<file path="config.mk">
export PLATFORM = sky130hd
export DESIGN_NAME = id_exe_register
export DESIGN_NICKNAME = d
export VERILOG_FILES = /design/src/rtl/id_exe_register.sv
export SDC_FILE = /design/constraint.sdc
export NUM_CORES = 1
export LEC_CHECK = 0
export BUFFER_PORTS_ARGS = -buffer_cell sky130_fd_sc_hd__buf_2
export CORE_ASPECT_RATIO = 0.6
export CORE_UTILIZATION = 48
export DETAILED_ROUTE_END_ITERATION = 12
export GPL_TIMING_DRIVEN = 0
export PLACE_DENSITY = 0.95
export SYNTH_ARGS = -nofsm -noshare
export SYNTH_HDL_FRONTEND = slang
export SYNTH_SLANG_ARGS = --single-unit
</file>
<file path="constraint.sdc">
create_clock -name i_Clk -period 6.2 [get_ports i_Clk]
set_clock_uncertainty 0.2 [all_clocks]
set_input_delay 0.31 -clock i_Clk [delete_from_list [all_inputs] [get_ports i_Clk]]
set_output_delay 0.31 -clock i_Clk [all_outputs]
set_load 0.03 [all_outputs]
</file>
<file path="src/rtl/id_exe_register.sv">
// ID/EXE pipeline register: one-cycle capture of decoded instruction fields with flush, freeze and async reset.
// Optional write-back bypass into the operand fields is enabled by defining ID_EXE_WB_BYPASS_EN.
module id_exe_register #(
  parameter int DATA_WIDTH = 32
) (
  input  logic                  i_Clk,
  input  logic                  i_Reset,
  input  logic                  i_Freeze,
  input  logic                  i_Flush,
  input  logic                  i_Valid,
  input  logic [DATA_WIDTH-1:0] i_PC,
  input  logic [DATA_WIDTH-1:0] i_Val_Rn,
  input  logic [DATA_WIDTH-1:0] i_Val_Rm,
  input  logic [11:0]           i_Shift_Operand,
  input  logic                  i_Immediate,
  input  logic [3:0]            i_Dest,
  input  logic [3:0]            i_Src1,
  input  logic [3:0]            i_Src2,
  input  logic [3:0]            i_Exe_Cmd,
  input  logic                  i_Mem_Read,
  input  logic                  i_Mem_Write,
  input  logic                  i_WB_En,
  input  logic                  i_Set_Status,
  input  logic                  i_Branch,
  input  logic                  i_Carry,
  input  logic                  i_WB_Bypass_En,
  input  logic [3:0]            i_WB_Bypass_Dest,
  input  logic [DATA_WIDTH-1:0] i_WB_Bypass_Value,
  output logic [DATA_WIDTH-1:0] o_PC,
  output logic [DATA_WIDTH-1:0] o_Val_Rn,
  output logic [DATA_WIDTH-1:0] o_Val_Rm,
  output logic [11:0]           o_Shift_Operand,
  output logic                  o_Immediate,
  output logic [3:0]            o_Dest,
  output logic [3:0]            o_Src1,
  output logic [3:0]            o_Src2,
  output logic [3:0]            o_Exe_Cmd,
  output logic                  o_Mem_Read,
  output logic                  o_Mem_Write,
  output logic                  o_WB_En,
  output logic                  o_Set_Status,
  output logic                  o_Branch,
  output logic                  o_Carry,
  output logic                  o_Sig_Memory_Instruction,
  output logic                  o_Valid
);

  typedef struct packed {
    logic                  valid;
    logic [DATA_WIDTH-1:0] pc;
    logic [DATA_WIDTH-1:0] val_rn;
    logic [DATA_WIDTH-1:0] val_rm;
    logic [11:0]           shift_operand;
    logic                  immediate;
    logic [3:0]            dest;
    logic [3:0]            src1;
    logic [3:0]            src2;
    logic [3:0]            exe_cmd;
    logic                  mem_read;
    logic                  mem_write;
    logic                  wb_en;
    logic                  set_status;
    logic                  branch;
    logic                  carry;
    logic                  sig_mem;
  } stage_t;

  stage_t stage_d, stage_q;

  always_comb begin
    stage_d = stage_q;
    if (i_Flush) begin
      stage_d = '0;
    end else if (!i_Freeze) begin
      stage_d.valid         = i_Valid;
      stage_d.pc            = i_PC;
      stage_d.val_rn        = i_Val_Rn;
      stage_d.val_rm        = i_Val_Rm;
      stage_d.shift_operand = i_Shift_Operand;
      stage_d.immediate     = i_Immediate;
      stage_d.dest          = i_Dest;
      stage_d.src1          = i_Src1;
      stage_d.src2          = i_Src2;
      stage_d.exe_cmd       = i_Exe_Cmd;
      stage_d.carry         = i_Carry;
      // A bubble keeps its data fields but may never carry side-effecting control bits.
      stage_d.mem_read      = i_Valid & i_Mem_Read;
      stage_d.mem_write     = i_Valid & i_Mem_Write;
      stage_d.wb_en         = i_Valid & i_WB_En;
      stage_d.set_status    = i_Valid & i_Set_Status;
      stage_d.branch        = i_Valid & i_Branch;
      stage_d.sig_mem       = i_Valid & (i_Mem_Read | i_Mem_Write);
`ifdef ID_EXE_WB_BYPASS_EN
      // R15 (dest 4'hF) is never forwarded; both operands take the value if both match.
      if (i_Valid && i_WB_Bypass_En && (i_WB_Bypass_Dest != 4'hF)) begin
        if (i_WB_Bypass_Dest == i_Src1) stage_d.val_rn = i_WB_Bypass_Value;
        if (i_WB_Bypass_Dest == i_Src2) stage_d.val_rm = i_WB_Bypass_Value;
      end
`endif
    end
  end

`ifndef ID_EXE_WB_BYPASS_EN
  logic unused_bypass;
  assign unused_bypass = ^{i_WB_Bypass_En, i_WB_Bypass_Dest, i_WB_Bypass_Value};
`endif

  always_ff @(posedge i_Clk or posedge i_Reset) begin
    if (i_Reset) begin
      stage_q <= '0;
    end else begin
      stage_q <= stage_d;
    end
  end

  assign o_Valid                  = stage_q.valid;
  assign o_PC                     = stage_q.pc;
  assign o_Val_Rn                 = stage_q.val_rn;
  assign o_Val_Rm                 = stage_q.val_rm;
  assign o_Shift_Operand          = stage_q.shift_operand;
  assign o_Immediate              = stage_q.immediate;
  assign o_Dest                   = stage_q.dest;
  assign o_Src1                   = stage_q.src1;
  assign o_Src2                   = stage_q.src2;
  assign o_Exe_Cmd                = stage_q.exe_cmd;
  assign o_Mem_Read               = stage_q.mem_read;
  assign o_Mem_Write              = stage_q.mem_write;
  assign o_WB_En                  = stage_q.wb_en;
  assign o_Set_Status             = stage_q.set_status;
  assign o_Branch                 = stage_q.branch;
  assign o_Carry                  = stage_q.carry;
  assign o_Sig_Memory_Instruction = stage_q.sig_mem;

endmodule

</file>
==> run summary <==
Status = complete, but fails checks
Failing checks = negative hold slack
Worst-path cell chain = buf_2
CTS tree = built
Die Wd = 140 um
Final Power = 2.50 mW
Primary FF master, synth = dfrtp_1
Syn-to-layout area delta = 61.9%
DRT Pass-1 Iters = 5
Io pins = 306
CP Launch Type = flop
FF-to-FF setup slack = 5.16 ns
Worst vdd ir = 0.243 mV
Vias = 5166
Cts bufs inserted = 17
Flops & latches, synth = 133
Top cells by count, synth = 133 x dfrtp_1, 127 x nor2_1, 126 x mux2i_1
WP buf/inv = 1
DRT iter0 DRCs = 231
Top post-synthesis cells by area = dfrtp_1 60%, mux2i_1 23%, nor2_1 8.6%
DP Worst Slack = 4.74 ns
RR Endpoint = o_PC[11]
Maxcap violations = 0
Root Driver = clkbuf_16
Max Clk Rate = 651 MHz
Initial Utilization = 0.507
Drt via density = 5.18
# H-tree levels = 4
CTS sink count = 133
Max-slew violation count = 0
Synth Area per Inst = 12.6 um^2
Die area = 12000 um^2
Largest net degree at the start of global routing = 90
Tightest Hold Check Type = input pin to flop
Final setup fails = 0
Utilization after layout = 0.821
Mapped Cells = 438
Hold Path End = o_Src1[2]
Crit path max fanout = 2
Hold path depth = 3
Hold path start = i_Src1[2]
Minimum clock period = 1.54 ns
DRC = 0
Core area = 10900 um^2
Worst Reg-to-Reg Cells = 2
All-Layer GR Usage = 0.317
Async set-reset flop share out of synthesis = 1.00
Clock-pin slew on the worst setup and hold paths = 0.06 ns
Final hold violations = 1
Post-Layout Cell Count = 998
Least-Margin Pin Slew = 0.471 ns
N_diodes = 0
Gpl congestion = 0.819
Mapped Area = 5520 um^2
Register area share after synthesis = 0.603
Worst-case clock buffer depth = 2
Slew HR = 0.686
Post-DP HPWL = 10600 um
Crit-path max cell delay = 0.39 ns
Setup TNS = 0 ns
Worst reg2reg startpoint = o_PC[11]
Setup slack after layout = 4.66 ns
CP endpoint kind = output pin
Routed wire per std cell = 18.6 um
Grt total ovfl = 0
Initial antenna violation count = 0
Post-detailed-routing wire length = 18600 um
Worst-case hold slack = -0.00336 ns
Crit-path leading delay family = flip-flops
Yosys warns = 0
Final instance area = 8940 um^2
CP Class = flop to output pin
Synth area leader = dfrtp_1
Data arrival, critical path = 1.03 ns
Total power divided by cell area = 279 nW/um^2
Area post-placement = 7060 um^2
Routed Antenna Nets = 0
Port buffer count = 266
Global-route wire length before repair = 28600 um
Layout cells sized above 1 = 0.377
Row count = 29
Number of enable flip-flop cells after synthesis = 0
RSZ-0062 raised after global routing = no
Unique cell type count in the Yosys netlist = 14
Pleak = 4.99 nW
Die height = 85.1 um
Vias in the first global route = 5647
Placed insts = 844
Crit path required time = 5.69 ns
PostCTS Resize Cnt = 0
Net Count, Synth = 611
Yosys top cell area share = 0.603
Worst-skew pair later-pin latency = 0.40 ns
Slowest-stage cell, CP = dfrtp_1
Fin crit share = 0.248
Layout Nets = 1019
Count leader, synth = dfrtp_1
[layout by cell type (no fill, tap or decap)]
cell             n
buf_2          276
dfrtp_1        133
nor2_1         127
mux2i_1        126
dlygate4sd3_1  122
clkbuf_16       17
buf_12          11
clkbuf_1         7
a21oi_1          7
nand2_1          6
inv_6            5
nand3b_1         5
bufinv_16        5
buf_6            2
buf_8            2
clkinv_4         2
clkinvlp_4       2
nor2b_1          1
o21ai_0          1
clkbuf_8         1
buf_16           1
[flip-flops by register name, indices dropped and copies added (netlist names), 4 cells and up]
| register | count |
|---|---|
| o_Shift_Operand | 12 |
| o_Dest | 4 |
| o_Src2 | 4 |
| o_PC | 32 |
| o_Exe_Cmd | 4 |
| o_Val_Rm | 32 |
| o_Val_Rn | 32 |
| o_Src1 | 4 |
[logic make-up after synthesis]
logic type	Yosys count	synth area share
muxes	126	0.228
and+or+nand+nor	139	0.0983
AOI/OAI and AO/OA	8	0.00725
DFF	133	0.603
buffers and inverters	32	0.0632
[per-layer routing]
layer | part of all wire | global-route usage | up-vias
li1 | - | - | 2269
met5 | 0 | 0 | -
met3 | 0.071 | 0.0954 | 72
met1 | 0.37 | 0.335 | 2529
met2 | 0.51 | 0.566 | 296
met4 | 0.042 | 0.191 | 0
[what timing repair did]
| action | 4_1_cts | 5_1_grt |
|---|---|---|
| setup buffers | 0 | 0 |
| endpoints found under the setup margin | 0 | 0 |
| hold endpoints to repair | 164 | 1 |
| hold buffers | 121 | 1 |
[where the power goes]
part / internal, mW / total (mW) / switching [mW]
registers: 0.917 / 0.948 / 0.0315
clock network: 0.731 / 1.12 / 0.385
logic: 0.184 / 0.432 / 0.249
total: 1.83 / 2.50 / 0.665
[area by class of cell]
| type | count | area [um^2] |
|---|---|---|
| timing repair buffer | 389 | 2580 |
| multi-input combinational | 273 | 1840 |
| buffer | 31 | 345 |
| clock buffer | 19 | 443 |
| inverter | 1 | 8.76 |
| tap | 139 | 174 |
| sequential | 133 | 3330 |
| fill | 570 | 1940 |
| clock inverter | 13 | 218 |
[worst max-delay path by stage]
stage | cells after the start | startpoint | to | slack (ns)
5_1_grt | 1 | o_Val_Rm[13] | o_Val_Rm[13] | 4.62
4_1_cts | 1 | o_Val_Rm[13] | o_Val_Rm[13] | 4.66
3_5_place_dp | 4 | i_Flush | o_Val_Rm[18] | 4.74
6_report | 1 | o_PC[11] | o_PC[11] | 4.66
2_1_floorplan | 1 | i_Reset | o_Branch | 2.14
3_3_place_gp | 2 | i_Reset | o_Shift_Operand[3] | 1.06
Power figures use the tool's default switching activity.
